File: src/rtl/edge_event_arbiter_if.sv
// Event-stream bundle between the edge_event_arbiter and its environment.
// The slave modport is the arbiter's view and the master modport is the driving side.
interface edge_event_arbiter_if #(
  parameter int N    = 4,
  parameter int ID_W = (N > 1) ? $clog2(N) : 1
);
  logic [N-1:0]    signl;
  logic            evt_ready;
  logic            clr_ovf;
  logic            evt_valid;
  logic [ID_W-1:0] evt_id;
  logic [N-1:0]    pending;
  logic [N-1:0]    ovf;

  modport master (
    output signl, evt_ready, clr_ovf,
    input  evt_valid, evt_id, pending, ovf
  );

  modport slave (
    input  signl, evt_ready, clr_ovf,
    output evt_valid, evt_id, pending, ovf
  );
endinterface

File: src/rtl/edge_event_arbiter.sv
// Per-channel rising-edge detectors feeding saturating pending counters,
// serialised onto one valid/ready event stream by a round-robin arbiter.
module edge_event_arbiter #(
  parameter int N     = 4,
  parameter int CNT_W = 4
) (
  input logic                 clk,
  input logic                 rst,
  edge_event_arbiter_if.slave bus
);
  localparam int ID_W = (N > 1) ? $clog2(N) : 1;
  localparam logic [CNT_W-1:0] MAX_CNT  = '1;
  localparam logic [ID_W-1:0]  LAST_RST = ID_W'(N - 1);

  typedef enum logic {IDLE, OFFER} state_t;

  state_t           state;
  state_t           state_nxt;
  logic [N-1:0]     prev;
  logic [N-1:0]     edge_v;
  logic [N-1:0]     deq;
  logic [N-1:0]     nonzero;
  logic [N-1:0]     ovf_set;
  logic [N-1:0]     ovf_r;
  logic [CNT_W-1:0] pend [N];
  logic             hs;
  logic             evt_valid_r;
  logic             valid_nxt;
  logic [ID_W-1:0]  evt_id_r;
  logic [ID_W-1:0]  id_nxt;
  logic [ID_W-1:0]  last;
  logic [ID_W-1:0]  last_nxt;
  logic [ID_W-1:0]  pick;
  logic             found;
  logic [ID_W:0]    cand;

  // prev keeps tracking the inputs through reset so a level held across
  // reset release is not mistaken for a fresh edge.
  always_ff @(posedge clk) begin
    prev <= bus.signl;
  end

  assign edge_v = bus.signl & ~prev;
  assign hs     = evt_valid_r & bus.evt_ready;

  always_comb begin
    deq     = '0;
    nonzero = '0;
    ovf_set = '0;
    for (int i = 0; i < N; i++) begin
      deq[i]     = hs && (evt_id_r == ID_W'(i));
      nonzero[i] = (pend[i] != '0);
      ovf_set[i] = edge_v[i] && (pend[i] == MAX_CNT) && !deq[i];
    end
  end

  always_ff @(posedge clk) begin
    if (rst) begin
      for (int i = 0; i < N; i++) begin
        pend[i] <= '0;
      end
    end else begin
      for (int i = 0; i < N; i++) begin
        if (edge_v[i] && !deq[i]) begin
          if (pend[i] != MAX_CNT) begin
            pend[i] <= pend[i] + 1'b1;
          end
        end else if (deq[i] && !edge_v[i]) begin
          pend[i] <= pend[i] - 1'b1;
        end
      end
    end
  end

  // A fresh overflow in the clearing cycle survives the clear.
  always_ff @(posedge clk) begin
    if (rst) begin
      ovf_r <= '0;
    end else begin
      ovf_r <= (bus.clr_ovf ? '0 : ovf_r) | ovf_set;
    end
  end

  always_comb begin
    pick  = '0;
    found = 1'b0;
    cand  = '0;
    for (int k = 1; k <= N; k++) begin
      cand = {1'b0, last} + (ID_W+1)'(k);
      if (cand >= (ID_W+1)'(N)) begin
        cand = cand - (ID_W+1)'(N);
      end
      if (!found && nonzero[cand[ID_W-1:0]]) begin
        pick  = cand[ID_W-1:0];
        found = 1'b1;
      end
    end
  end

  always_comb begin
    state_nxt = state;
    valid_nxt = evt_valid_r;
    id_nxt    = evt_id_r;
    last_nxt  = last;
    case (state)
      IDLE: begin
        valid_nxt = 1'b0;
        if (found) begin
          id_nxt    = pick;
          valid_nxt = 1'b1;
          state_nxt = OFFER;
        end
      end
      OFFER: begin
        valid_nxt = 1'b1;
        if (hs) begin
          last_nxt  = evt_id_r;
          valid_nxt = 1'b0;
          state_nxt = IDLE;
        end
      end
      default: begin
        valid_nxt = 1'b0;
        state_nxt = IDLE;
      end
    endcase
  end

  always_ff @(posedge clk) begin
    if (rst) begin
      state       <= IDLE;
      evt_valid_r <= 1'b0;
      evt_id_r    <= '0;
      last        <= LAST_RST;
    end else begin
      state       <= state_nxt;
      evt_valid_r <= valid_nxt;
      evt_id_r    <= id_nxt;
      last        <= last_nxt;
    end
  end

  assign bus.evt_valid = evt_valid_r;
  assign bus.evt_id    = evt_id_r;
  assign bus.pending   = nonzero;
  assign bus.ovf       = ovf_r;
endmodule

File: src/flat_wrapper.sv
// flat-port wrapper written by rule: the top's interface ports become plain ports
module edge_event_arbiter_flat 
#(
  parameter int N     = 4,
  parameter int CNT_W = 4
)
  (clk, rst, bus_signl, bus_evt_ready, bus_clr_ovf, bus_evt_valid, bus_evt_id, bus_pending, bus_ovf);
  edge_event_arbiter_if #(.N(N)) bus_i ();
  input logic clk;
  input logic rst;
  input wire logic [$bits(bus_i.signl)-1:0] bus_signl;
  input wire logic [$bits(bus_i.evt_ready)-1:0] bus_evt_ready;
  input wire logic [$bits(bus_i.clr_ovf)-1:0] bus_clr_ovf;
  output wire logic [$bits(bus_i.evt_valid)-1:0] bus_evt_valid;
  output wire logic [$bits(bus_i.evt_id)-1:0] bus_evt_id;
  output wire logic [$bits(bus_i.pending)-1:0] bus_pending;
  output wire logic [$bits(bus_i.ovf)-1:0] bus_ovf;
  assign bus_i.signl = bus_signl;
  assign bus_i.evt_ready = bus_evt_ready;
  assign bus_i.clr_ovf = bus_clr_ovf;
  assign bus_evt_valid = bus_i.evt_valid;
  assign bus_evt_id = bus_i.evt_id;
  assign bus_pending = bus_i.pending;
  assign bus_ovf = bus_i.ovf;
  edge_event_arbiter #(.N(N), .CNT_W(CNT_W)) u_core (.clk(clk), .rst(rst), .bus(bus_i));
endmodule
File: config.mk
export PLATFORM = sky130hd
export DESIGN_NAME = edge_event_arbiter_flat
export DESIGN_NICKNAME = d
export VERILOG_FILES = /design/src/rtl/edge_event_arbiter_if.sv /design/src/rtl/edge_event_arbiter.sv /design/src/flat_wrapper.sv
export SDC_FILE = /design/constraint.sdc
export NUM_CORES = 1
export LEC_CHECK = 0
export ABC_AREA = 1
export CORE_AREA = 3 3 83 85
export DETAILED_ROUTE_END_ITERATION = 6
export DIE_AREA = 0 0 86 88
export PLACE_DENSITY = 0.45
export SLEW_MARGIN = 20
export SYNTH_ARGS = -nofsm -noshare
export SYNTH_HDL_FRONTEND = slang
export SYNTH_SLANG_ARGS = --single-unit
File: constraint.sdc
create_clock -name clk -period 5.45 [get_ports clk]
set_clock_uncertainty 0.05 [all_clocks]
set_input_delay 0.8175 -clock clk [delete_from_list [all_inputs] [get_ports clk]]
set_output_delay 0.8175 -clock clk [all_outputs]
set_load 0.01 [all_outputs]
* Yosys cells after proc, flatten, opt, wreduce, memory -nomap -nowiden
Memories as Yosys holds them, arrays and structs flattened. Cells that the tools add are included.
Word-level totals: memories 1, RAM bits 16, register bits 13, output and inout bits 11
Memory list:
- u_core.pend | depth 4, bits a word 4, rd ports 4, clocked after memory_dff 0, wr ports 4, line edge_event_arbiter.sv:25 | logic [CNT_W-1:0] pend [N];
Operators by class: eq/ne operators 11, reductions and logical operators 41, bitwise operators 13, muxes and demuxes 66, $add $sub $neg 16, magnitude comparators 8
Operators with widths (number):
- 1-bit 2-to-1 mux | 44
- 4-bit 2-to-1 mux | 9
- 1-bit logical AND | 23
- 4-bit by 1-bit adder with 4-bit output, second input constant | 4
- 4-bit equality test, second input constant | 4
- 2-bit 2-to-1 mux | 8
- 4-bit inequality test, second input constant | 4
- 4-bit nonzero test | 4
- 4-bit by 1-bit subtractor with 4-bit output, second input constant | 4
- 3-bit >= comparator, second input constant | 4
- 2-bit by 3-bit less-than comparator with 1-bit output, second input constant | 4
- 1-bit logical NOT | 11
- 1-bit binary-select mux with 2-bit select | 4
- 1-bit bitwise OR | 8
- 2-bit by 1-bit subtractor with 2-bit output, second input constant | 4
- 2-bit by 2-bit adder with 3-bit output, second input constant | 2
- 4-bit AND | 1
- 2-bit equality test, second input constant | 2
- 4-bit inverter | 1
- 4-bit bitwise OR | 1
- 2-bit AND reduction | 2
- 2-bit by 1-bit adder with 3-bit output, second input constant | 1
- 2-bit by 3-bit adder with 3-bit output, second input constant | 1
- 2-bit by 1-bit equality test with 1-bit output, second input constant | 1
- 4 further kinds | 4

* Logic depth before layout (Yosys ltp)
Gate-level depths: netlist (run 1).
word-level depth 17, depth in mapped cells 13, mapped depth without buffers 13

* Worst setup path before layout (run 1)
Ideal clock, no wire load.
path type input-to-reg, from in bus_evt_ready, to mem u_core.pend[2][3] (data pin), path slack 2975 ps, stages on the path 12, required time 5145 ps, arrival time 2170 ps, path through nand2_1 nor2_1 inv_1 nor2_1 nand3_1 inv_1 ha_1 a21oi_1 nand2_1 xor2_1 o21ai_0 inv_1
RTL lines:
- from (decl) | line flat_wrapper.sv:12 | input wire logic [$bits(bus_i.evt_ready)-1:0] bus_evt_ready;
- to (decl) | line edge_event_arbiter.sv:25

==> results of run 1 <==
[cell usage after synthesis (all sizes together)]
cell,instances,area (um2)
nand2,40,170
nor2,40,186
inv,37,146
nand3,33,213
edfxtp,16,480
dfxtp,13,260
a21oi,12,60.1
ha,8,100
xor2,6,52.6
buf,5,43.8
o21ai,5,28.8
nand4,4,25.0
xnor2,4,53.8
fa,3,60.1
nor3,3,31.3
o211ai,3,27.5
nand3b,2,15.0
a31oi,1,6.26
o22ai,1,6.26
[per-layer routing]
| layer | vias to the layer above | part of all wire | global-route usage | wire length, um |
|---|---|---|---|---|
| met1 | 695 | 0.50 | 0.150 | 1950 |
| met5 | - | 0 | 0 | 0 |
| met2 | 19 | 0.46 | 0.185 | 1780 |
| met3 | 5 | 0.030 | 0.0301 | 119 |
| li1 | 815 | - | - | - |
| met4 | 0 | 0.017 | 0.0475 | 67 |
[registers in the layout, indices dropped and copies added, names as in the netlist]
signal,flops
u_core.bus.evt_id,2
u_core.bus.ovf,4
u_core.last,2
u_core.pend,16
u_core.prev,4
u_core.state,1
[kinds of logic after synthesis]
logic type / synth area share
simple gates: 0.326
buf+inv: 0.0967
flops: 0.377
compound gates: 0.0655
fa+ha+maj: 0.0814
xor+xnor: 0.0541
[per-stage QoR]
step / utilization / hold WS (ps)
2_1_floorplan: - / 437
3_3_place_gp: 0.350 / 406
3_5_place_dp: 0.350 / 414
4_1_cts: 0.363 / 423
5_1_grt: 0.363 / 460
6_report: 0.363 / 418
[layout by cell type (no fill, tap or decap), types with 2 or more instances in the layout]
| master | Yosys | final |
|---|---|---|
| nand4_1 | 4 | 4 |
| fa_1 | 3 | 3 |
| o211ai_1 | 2 | 2 |
| clkbuf_1 | 0 | 3 |
| nor2_2 | 2 | 2 |
| a21oi_1 | 12 | 12 |
| nand2_1 | 34 | 34 |
| xnor2_1 | 3 | 3 |
| nand3_1 | 25 | 25 |
| clkdlybuf4s50_1 | 0 | 18 |
| nor2_1 | 35 | 35 |
| nand2_2 | 5 | 5 |
| nor2_4 | 2 | 2 |
| nand3b_1 | 2 | 2 |
| o21ai_0 | 4 | 4 |
| nand3_2 | 7 | 7 |
| dfxtp_1 | 13 | 13 |
| ha_1 | 8 | 8 |
| xor2_1 | 6 | 6 |
| clkbuf_8 | 0 | 5 |
| edfxtp_1 | 16 | 16 |
| inv_1 | 34 | 34 |
[power groups by stage]
| stage | Sequential, mW | Clock, mW | Combinational (mW) |
|---|---|---|---|
| 2_1_floorplan | 0.271 | 0 | 0.114 |
| 3_3_place_gp | 0.280 | 0 | 0.144 |
| 3_5_place_dp | 0.280 | 0 | 0.144 |
| 4_1_cts | 0.275 | 0.175 | 0.144 |
| 5_1_grt | 0.278 | 0.184 | 0.162 |
| 6_report | 0.275 | 0.167 | 0.141 |
[worst max-delay path, delay by kind of cell]
| family | cells | cell delay, ps |
|---|---|---|
| adder cells (fa/ha/maj) | 1 | 340 |
| AO/OA/AOI/OAI | 2 | 270 |
| AND/OR/NAND/NOR | 2 | 300 |
| buffers and inverters | 4 | 1230 |
| XOR/XNOR | 1 | 150 |
[cell type report]
| class | count | area [um2] | area share |
|---|---|---|---|
| timing repair buffer | 18 | 180 | 0.0790 |
| tap | 77 | 96.3 | 0.0423 |
| multi-input combinational | 165 | 1040 | 0.454 |
| sequential | 29 | 741 | 0.325 |
| inverter | 37 | 146 | 0.0642 |
| clock buffer | 8 | 80.1 | 0.0351 |
[final timing paths]
kind	startpoint	to	slack [ps]	cells past startpoint
hold / removal	u_core.bus.ovf[0]	u_core.bus.ovf[0]	420	2
setup reg to reg	u_core.state	u_core.pend[0][3]	3200	10
setup / recovery	rst	u_core.pend[2][3]	2320	10
hold reg to reg	u_core.bus.ovf[0]	u_core.bus.ovf[0]	420	2
==> results_dict.tcl, run 1 <==
set metrics [dict create \
    syn_area_per_cell_um2 8.33 \
    finalHoldViolations 0 \
    root_buffer "clkbuf_8" \
    pwr-share-seq 0.471 \
    internal-power_mw 0.401 \
    first_iter_violations 40 \
    dieHeight_um 88 \
    switching_share 0.313 \
    dp_hpwl_mm 3.14 \
    grt_pass1_vias 1485 \
    p_total_mw 0.584 \
    cp.required_ps 5430 \
    firstDrtPassIters 4 \
    cts_tree "done" \
    clock.fmax_mhz 320 \
    crit_top_cell "inv_1" \
    setup_tns_ps 0 \
    n_antenna_cell 0 \
    drv_slew 0 \
    cts.clk_slew.worst_paths_ps 60 \
    setup_viol 0 \
    ir_drop_uv 126 \
    min_period_ps 3130 \
    synth_cell_type_count 35 \
    p_clk_frac 0.287 \
    placedInstanceArea_um2 2200 \
    setup_ws_ps 2320 \
    pre_cts_ws_ps 2000 \
    wirelength_mm 3.92 \
    end_kind "flop" \
    cp-start-kind "primary input" \
    numCtsBuffers 5 \
    ctsResizeCount 0 \
    dpl.cell_count 326 \
    antenna_found_initial 0 \
    final_cells 334 \
    numPortBuffers 18 \
    synth_nets 255 \
    fin_area_um2 2280 \
    rsz0062_at_grt "no" \
    cts_hold_buffers 0 \
    gp_congestion 0.807 \
    worst_path_max_delay_cell "clkdlybuf4s50_1" \
    vias 1534 \
    drt-vias-per-instance 4.59 \
    die_w_um 86 \
    ant_nets 0 \
    placementRows 29 \
    ios 19 \
    clk_latency_ps 280 \
    grt_max_degree 14 \
    ys_ff_latch 29 \
    wire_per_inst_um 11.7 \
    grt_usage 0.116 \
    finalCritPeriodShare 0.574 \
    cap_violations 0 \
    worst-path-max-fanout 13 \
    drive_gt1_frac 0.125 \
    crit_arrival_ps 3110 \
    cts_buffer_depth 2 \
    n_fill_cell 679 \
    final_nets 275 \
    path_cells "clkdlybuf4s50_1 > inv_1 > nand3_1 > inv_1 > ha_1 > a21oi_1 > nand2_1 > xor2_1 > o21ai_0 > inv_1" \
    outcome "finished clean" \
    critical_path_class "primary input to flop" \
    netlist_instances 236 \
    worst_pin_slew_ps 501 \
    syn_area_um2 1970 \
    slew_headroom 0.666 \
    area_delta_synth_final_pct 15.9 \
    cellPowerDensity_nw_per_um2 256 \
    grt-ovfl-total 0 \
    slowest_delay_ps 730 \
    cts_max_level 2 \
    grt_pass1_wl_mm 6.86 \
    power.leakage_nw 0.998 \
    dieArea_um2 7570 \
    yosysWarnings 0 \
    drc_errors 0 \
    p_comb_frac 0.242 \
    start_util 0.313 \
    clock_sinks 29 \
    coreArea_um2 6280 \
    power_switching_mw 0.183 \
    yosysSeqAreaShare 0.377 \
    cts_setup_buffers 0 \
    hold_path_class "flop to flop" \
]
No activity file was read; power rests on OpenSTA's default activity.
==> run 2, diff against run 1 <==
--- a/config.mk
+++ b/config.mk
@@ -9,7 +9,7 @@
 export CORE_AREA = 3 3 83 85
 export DETAILED_ROUTE_END_ITERATION = 6
 export DIE_AREA = 0 0 86 88
-export PLACE_DENSITY = 0.45
+export PLACE_DENSITY = 0.46
 export SLEW_MARGIN = 20
 export SYNTH_ARGS = -nofsm -noshare
 export SYNTH_HDL_FRONTEND = slang
==> constraint.sdc (replaced) <==
create_clock -name clk -period 2.8 [get_ports clk]
set_clock_uncertainty 0.05 [all_clocks]
set_input_delay 0.42 -clock clk [delete_from_list [all_inputs] [get_ports clk]]
set_output_delay 0.42 -clock clk [all_outputs]
set_load 0.01 [all_outputs]
==> run 2 against run 1 <==
Net effect: sequential cell count stayed put; clock-buffer cell count is 1 lower; via count is 0.13% higher; worst hold slack better by 2.6 ps; sequential share of layout area is 0.32 points lower; utilization is 0.36 points higher; power is 96% higher; sequential power is 95% higher; critical endpoint is now u_core.pend[0][3]; largest cell class unchanged; highest routed layer unchanged.
==> results_dict.tcl, run 2 (synthesized netlist as in run 1, its figures left out) <==
set metrics [dict create \
    gp_congestion 0.827 \
    drv_slew 0 \
    grt_max_degree 13 \
    worst_pin_slew_ps 491 \
    cts_buffer_depth 2 \
    n_antenna_cell 0 \
    ir_drop_uv 218 \
    cts_hold_buffers 0 \
    wirelength_mm 4.10 \
    start_util 0.313 \
    largest_register "u_core.pend" \
    cts_tree "done" \
    ctsResizeCount 0 \
    slew_headroom 0.672 \
    critical_path_class "primary input to flop" \
    clk_latency_ps 280 \
    ios 19 \
    firstDrtPassIters 4 \
    dieHeight_um 88 \
    power.leakage_nw 1.01 \
    dieArea_um2 7570 \
    min_period_ps 2490 \
    cellPowerDensity_nw_per_um2 496 \
    dp_hpwl_mm 3.33 \
    die_w_um 86 \
    antenna_found_initial 0 \
    hold_path_class "flop to flop" \
    first_iter_violations 84 \
    finalCritPeriodShare 0.888 \
    crit_arrival_ps 2460 \
    worst-path-max-fanout 4 \
    vias 1536 \
    clock.fmax_mhz 402 \
    largest_reg_flops 16 \
    setup_tns_ps 0 \
    final_common_cell "nor2_1" \
    grt_pass1_wl_mm 7.18 \
    path_cells "clkdlybuf4s50_1 > nand2_1 > nor3_1 > inv_1 > nor3_2 > ha_1 > a21oi_1 > nand2_1 > xnor2_1 > nor2_1 > a21oi_1" \
    area_delta_synth_final_pct 17.0 \
    pre_cts_ws_ps -42.7 \
    cts.clk_slew.worst_paths_ps 60 \
    drive_gt1_frac 0.135 \
    outcome "finished clean" \
    grt-ovfl-total 0 \
    wire_per_inst_um 12.2 \
    cp-start-kind "primary input" \
    setup_ws_ps 314 \
    end_kind "flop" \
    root_buffer "clkbuf_8" \
    clock_sinks 29 \
    hold_slack_ps 420 \
    setup_viol 0 \
    numPortBuffers 18 \
    final_cell_mix "35 x nor2_1, 34 x inv_1, 34 x nand2_1, 25 x nand3_1, 18 x clkdlybuf4s50_1" \
    cap_violations 0 \
    grt_usage 0.123 \
    ant_nets 0 \
    grt_pass1_vias 1560 \
    final_nets 278 \
    placementRows 29 \
    coreArea_um2 6280 \
    rsz0062_at_grt "no" \
    cts_max_level 2 \
    drc_errors 0 \
    cp.required_ps 2780 \
    cts_setup_buffers 0 \
    numCtsBuffers 5 \
    finalHoldViolations 0 \
    slowest_delay_ps 450 \
    drt-vias-per-instance 4.56 \
    worst_path_max_delay_cell "clkdlybuf4s50_1" \
]
-- run 2: per-layer routing --
metal / share of wire / GRT usage / wire length, um
met4: 0.021 / 0.0604 / 85
met5: 0 / 0 / 0
met3: 0.030 / 0.0235 / 124
met1: 0.45 / 0.149 / 1850
met2: 0.50 / 0.209 / 2040
-- run 2: worst paths after layout --
path / start / to / slack (ps) / depth (start not counted)
max: bus_evt_ready / u_core.pend[0][3] / 310 / 11
min: u_core.bus.ovf[0] / u_core.bus.ovf[0] / 420 / 2
max reg2reg: u_core.state / u_core.pend[0][3] / 480 / 10
min reg2reg: u_core.bus.ovf[0] / u_core.bus.ovf[0] / 420 / 2
-- run 2: through the flow --
| step | std cells | power [mW] | area [um2] | utilization |
|---|---|---|---|---|
| finish | 337 | 1.14 | 2300 | 0.367 |
| global route | 337 | 1.22 | 2300 | 0.367 |
| CTS | 337 | 1.16 | 2300 | 0.367 |
| detailed placement | 329 | 0.829 | 2220 | 0.354 |
| global placement | 329 | 0.828 | 2220 | 0.354 |
| floorplan | 236 | 0.749 | 1970 | - |
-- run 2: layout make-up --
type	count	area (um2)
clock buffers	7	76.3
fillers	683	3980
inverters	37	146
well taps	77	96.3
multi-input cells	165	1040
clock inverters	1	3.75
flip-flops and latches	29	741
repair buffers	21	203
-- run 2: critical path, delay by kind of cell --
family          cells  cell delay, ps
simple gates        5             790
xor+xnor            1             140
fa+ha+maj           1             320
compound gates      2             200
buf+inv             2             580
-- run 2: report_power, final --
part | internal [mW] | switching (mW)
Combinational | 0.117 | 0.163
Sequential | 0.490 | 0.0450
Clock | 0.173 | 0.155
==> run 3, diff against run 2 <==
--- a/config.mk
+++ b/config.mk
@@ -7,6 +7,7 @@
 export LEC_CHECK = 0
 export ABC_AREA = 1
 export CORE_AREA = 3 3 83 85
+export CTS_BUF_LIST = sky130_fd_sc_hd__clkbuf_4 sky130_fd_sc_hd__clkbuf_8
 export DETAILED_ROUTE_END_ITERATION = 6
 export DIE_AREA = 0 0 86 88
 export PLACE_DENSITY = 0.46
==> run 3 against run 2 <==
Net effect: sequential power hardly changed; maximum frequency is 0.19% lower; sequential share of layout area is 0.10 points lower; critical endpoint unchanged; clock power is 6.4% higher.
==> results_dict.tcl, run 3 (synthesized netlist as in run 1, its figures left out) <==
set metrics [dict create \
    internal-power_mw 0.799 \
    power.leakage_nw 1.02 \
    crit_arrival_ps 2470 \
    grt_max_degree 13 \
    rrSetupSlack_ps 480 \
    finalCritPeriodShare 0.890 \
    n_fill_cell 679 \
    finalHoldViolations 0 \
    p_total_mw 1.16 \
    rsz0062_at_grt "no" \
    cp-start-kind "primary input" \
    numPortBuffers 18 \
    vias 1544 \
    antenna_found_initial 0 \
    area_delta_synth_final_pct 17.4 \
    ant_nets 0 \
    grt_usage 0.123 \
    outcome "finished clean" \
    worst-path-max-fanout 4 \
    root_buffer "clkbuf_8" \
    dieHeight_um 88 \
    cts_setup_buffers 0 \
    die_w_um 86 \
    fin_area_um2 2310 \
    placedInstanceArea_um2 2220 \
    drv_slew 0 \
    grt-ovfl-total 0 \
    firstDrtPassIters 4 \
    dieArea_um2 7570 \
    cp.required_ps 2780 \
    final_common_cell "nor2_1" \
    drt-vias-per-instance 4.58 \
    drc_errors 0 \
    gp_congestion 0.827 \
    worst_pin_slew_ps 491 \
    coreArea_um2 6280 \
    dp_hpwl_mm 3.33 \
    final_nets 278 \
    ir_drop_uv 218 \
    n_antenna_cell 0 \
    hold_path_class "flop to flop" \
    end_kind "flop" \
    grt_pass1_wl_mm 7.19 \
    power_switching_mw 0.364 \
    p_clk_frac 0.300 \
    ios 19 \
    clock.fmax_mhz 401 \
    placementRows 29 \
    first_iter_violations 88 \
    path_cells "clkdlybuf4s50_1 > nand2_1 > nor3_1 > inv_1 > nor3_2 > ha_1 > a21oi_1 > nand2_1 > xnor2_1 > nor2_1 > a21oi_1" \
    grt_pass1_vias 1557 \
    setup_viol 0 \
    largest_register "u_core.pend" \
    hold_slack_ps 420 \
    largest_reg_flops 16 \
    min_period_ps 2490 \
    cts.clk_slew.worst_paths_ps 60 \
    switching_share 0.313 \
    wire_per_inst_um 12.2 \
    setup_tns_ps 0 \
    slowest_delay_ps 450 \
    pwr-share-seq 0.460 \
    critical_path_class "primary input to flop" \
    cts_max_level 2 \
    cap_violations 0 \
    cts_tree "done" \
    final_cell_mix "35 x nor2_1, 34 x inv_1, 34 x nand2_1, 25 x nand3_1, 18 x clkdlybuf4s50_1" \
    p_comb_frac 0.240 \
    worst_path_max_delay_cell "clkdlybuf4s50_1" \
    start_util 0.313 \
    clk_latency_ps 280 \
    slew_headroom 0.672 \
    numCtsBuffers 5 \
    cts_buffer_depth 2 \
    drive_gt1_frac 0.142 \
    wirelength_mm 4.11 \
    cellPowerDensity_nw_per_um2 504 \
    clock_sinks 29 \
    ctsResizeCount 0 \
    cts_hold_buffers 0 \
]
==> run 3: power by group through the flow <==
| stage | Combinational, mW | Sequential (mW) | Clock (mW) |
|---|---|---|---|
| 2_1_floorplan | 0.221 | 0.528 | 0 |
| 3_3_place_gp | 0.282 | 0.546 | 0 |
| 3_5_place_dp | 0.284 | 0.545 | 0 |
| 4_1_cts | 0.285 | 0.535 | 0.366 |
| 5_1_grt | 0.320 | 0.542 | 0.380 |
| 6_report | 0.279 | 0.535 | 0.349 |
==> run 3: final timing paths <==
check,start,to,cells after the start
worst max-delay path,bus_evt_ready,u_core.pend[0][3],11
worst min-delay path,u_core.bus.ovf[0],u_core.bus.ovf[0],2
worst min register to register,u_core.bus.ovf[0],u_core.bus.ovf[0],2
worst max register to register,u_core.state,u_core.pend[0][3],10
==> run 3: area by class of cell <==
type / count / area, um2 / area share
tap: 77 / 96.3 / 0.0417
clock buffer: 7 / 83.8 / 0.0363
timing repair buffer: 21 / 203 / 0.0878
clock inverter: 1 / 3.75 / 0.00163
multi-input combinational: 165 / 1040 / 0.449
sequential: 29 / 741 / 0.321
inverter: 37 / 146 / 0.0634
==> run 3: routing by layer <==
layer,vias up,GRT usage,part of all wire
li1,813,-,-
met1,702,0.149,0.45
met2,22,0.210,0.50
met3,7,0.0235,0.034
met4,0,0.0604,0.021
met5,-,0,0
==> run 3: worst max-delay path, delay by kind of cell <==
kind | cells | cell delay [ps]
AOI/OAI and AO/OA | 2 | 200
and+or+nand+nor | 5 | 800
buffers and inverters | 2 | 580
xor gates and xnor gates | 1 | 140
adders and majority gates | 1 | 320
==> run 3: metrics by stage <==
stage / std cells / setup WS, ps / util
after global routing: 337 / 132 / 0.368
after floorplan: 236 / 691 / -
after CTS: 337 / 268 / 0.368
after global placement: 329 / -25.6 / 0.354
after detailed placement: 329 / -42.7 / 0.354
final: 337 / 309 / 0.368
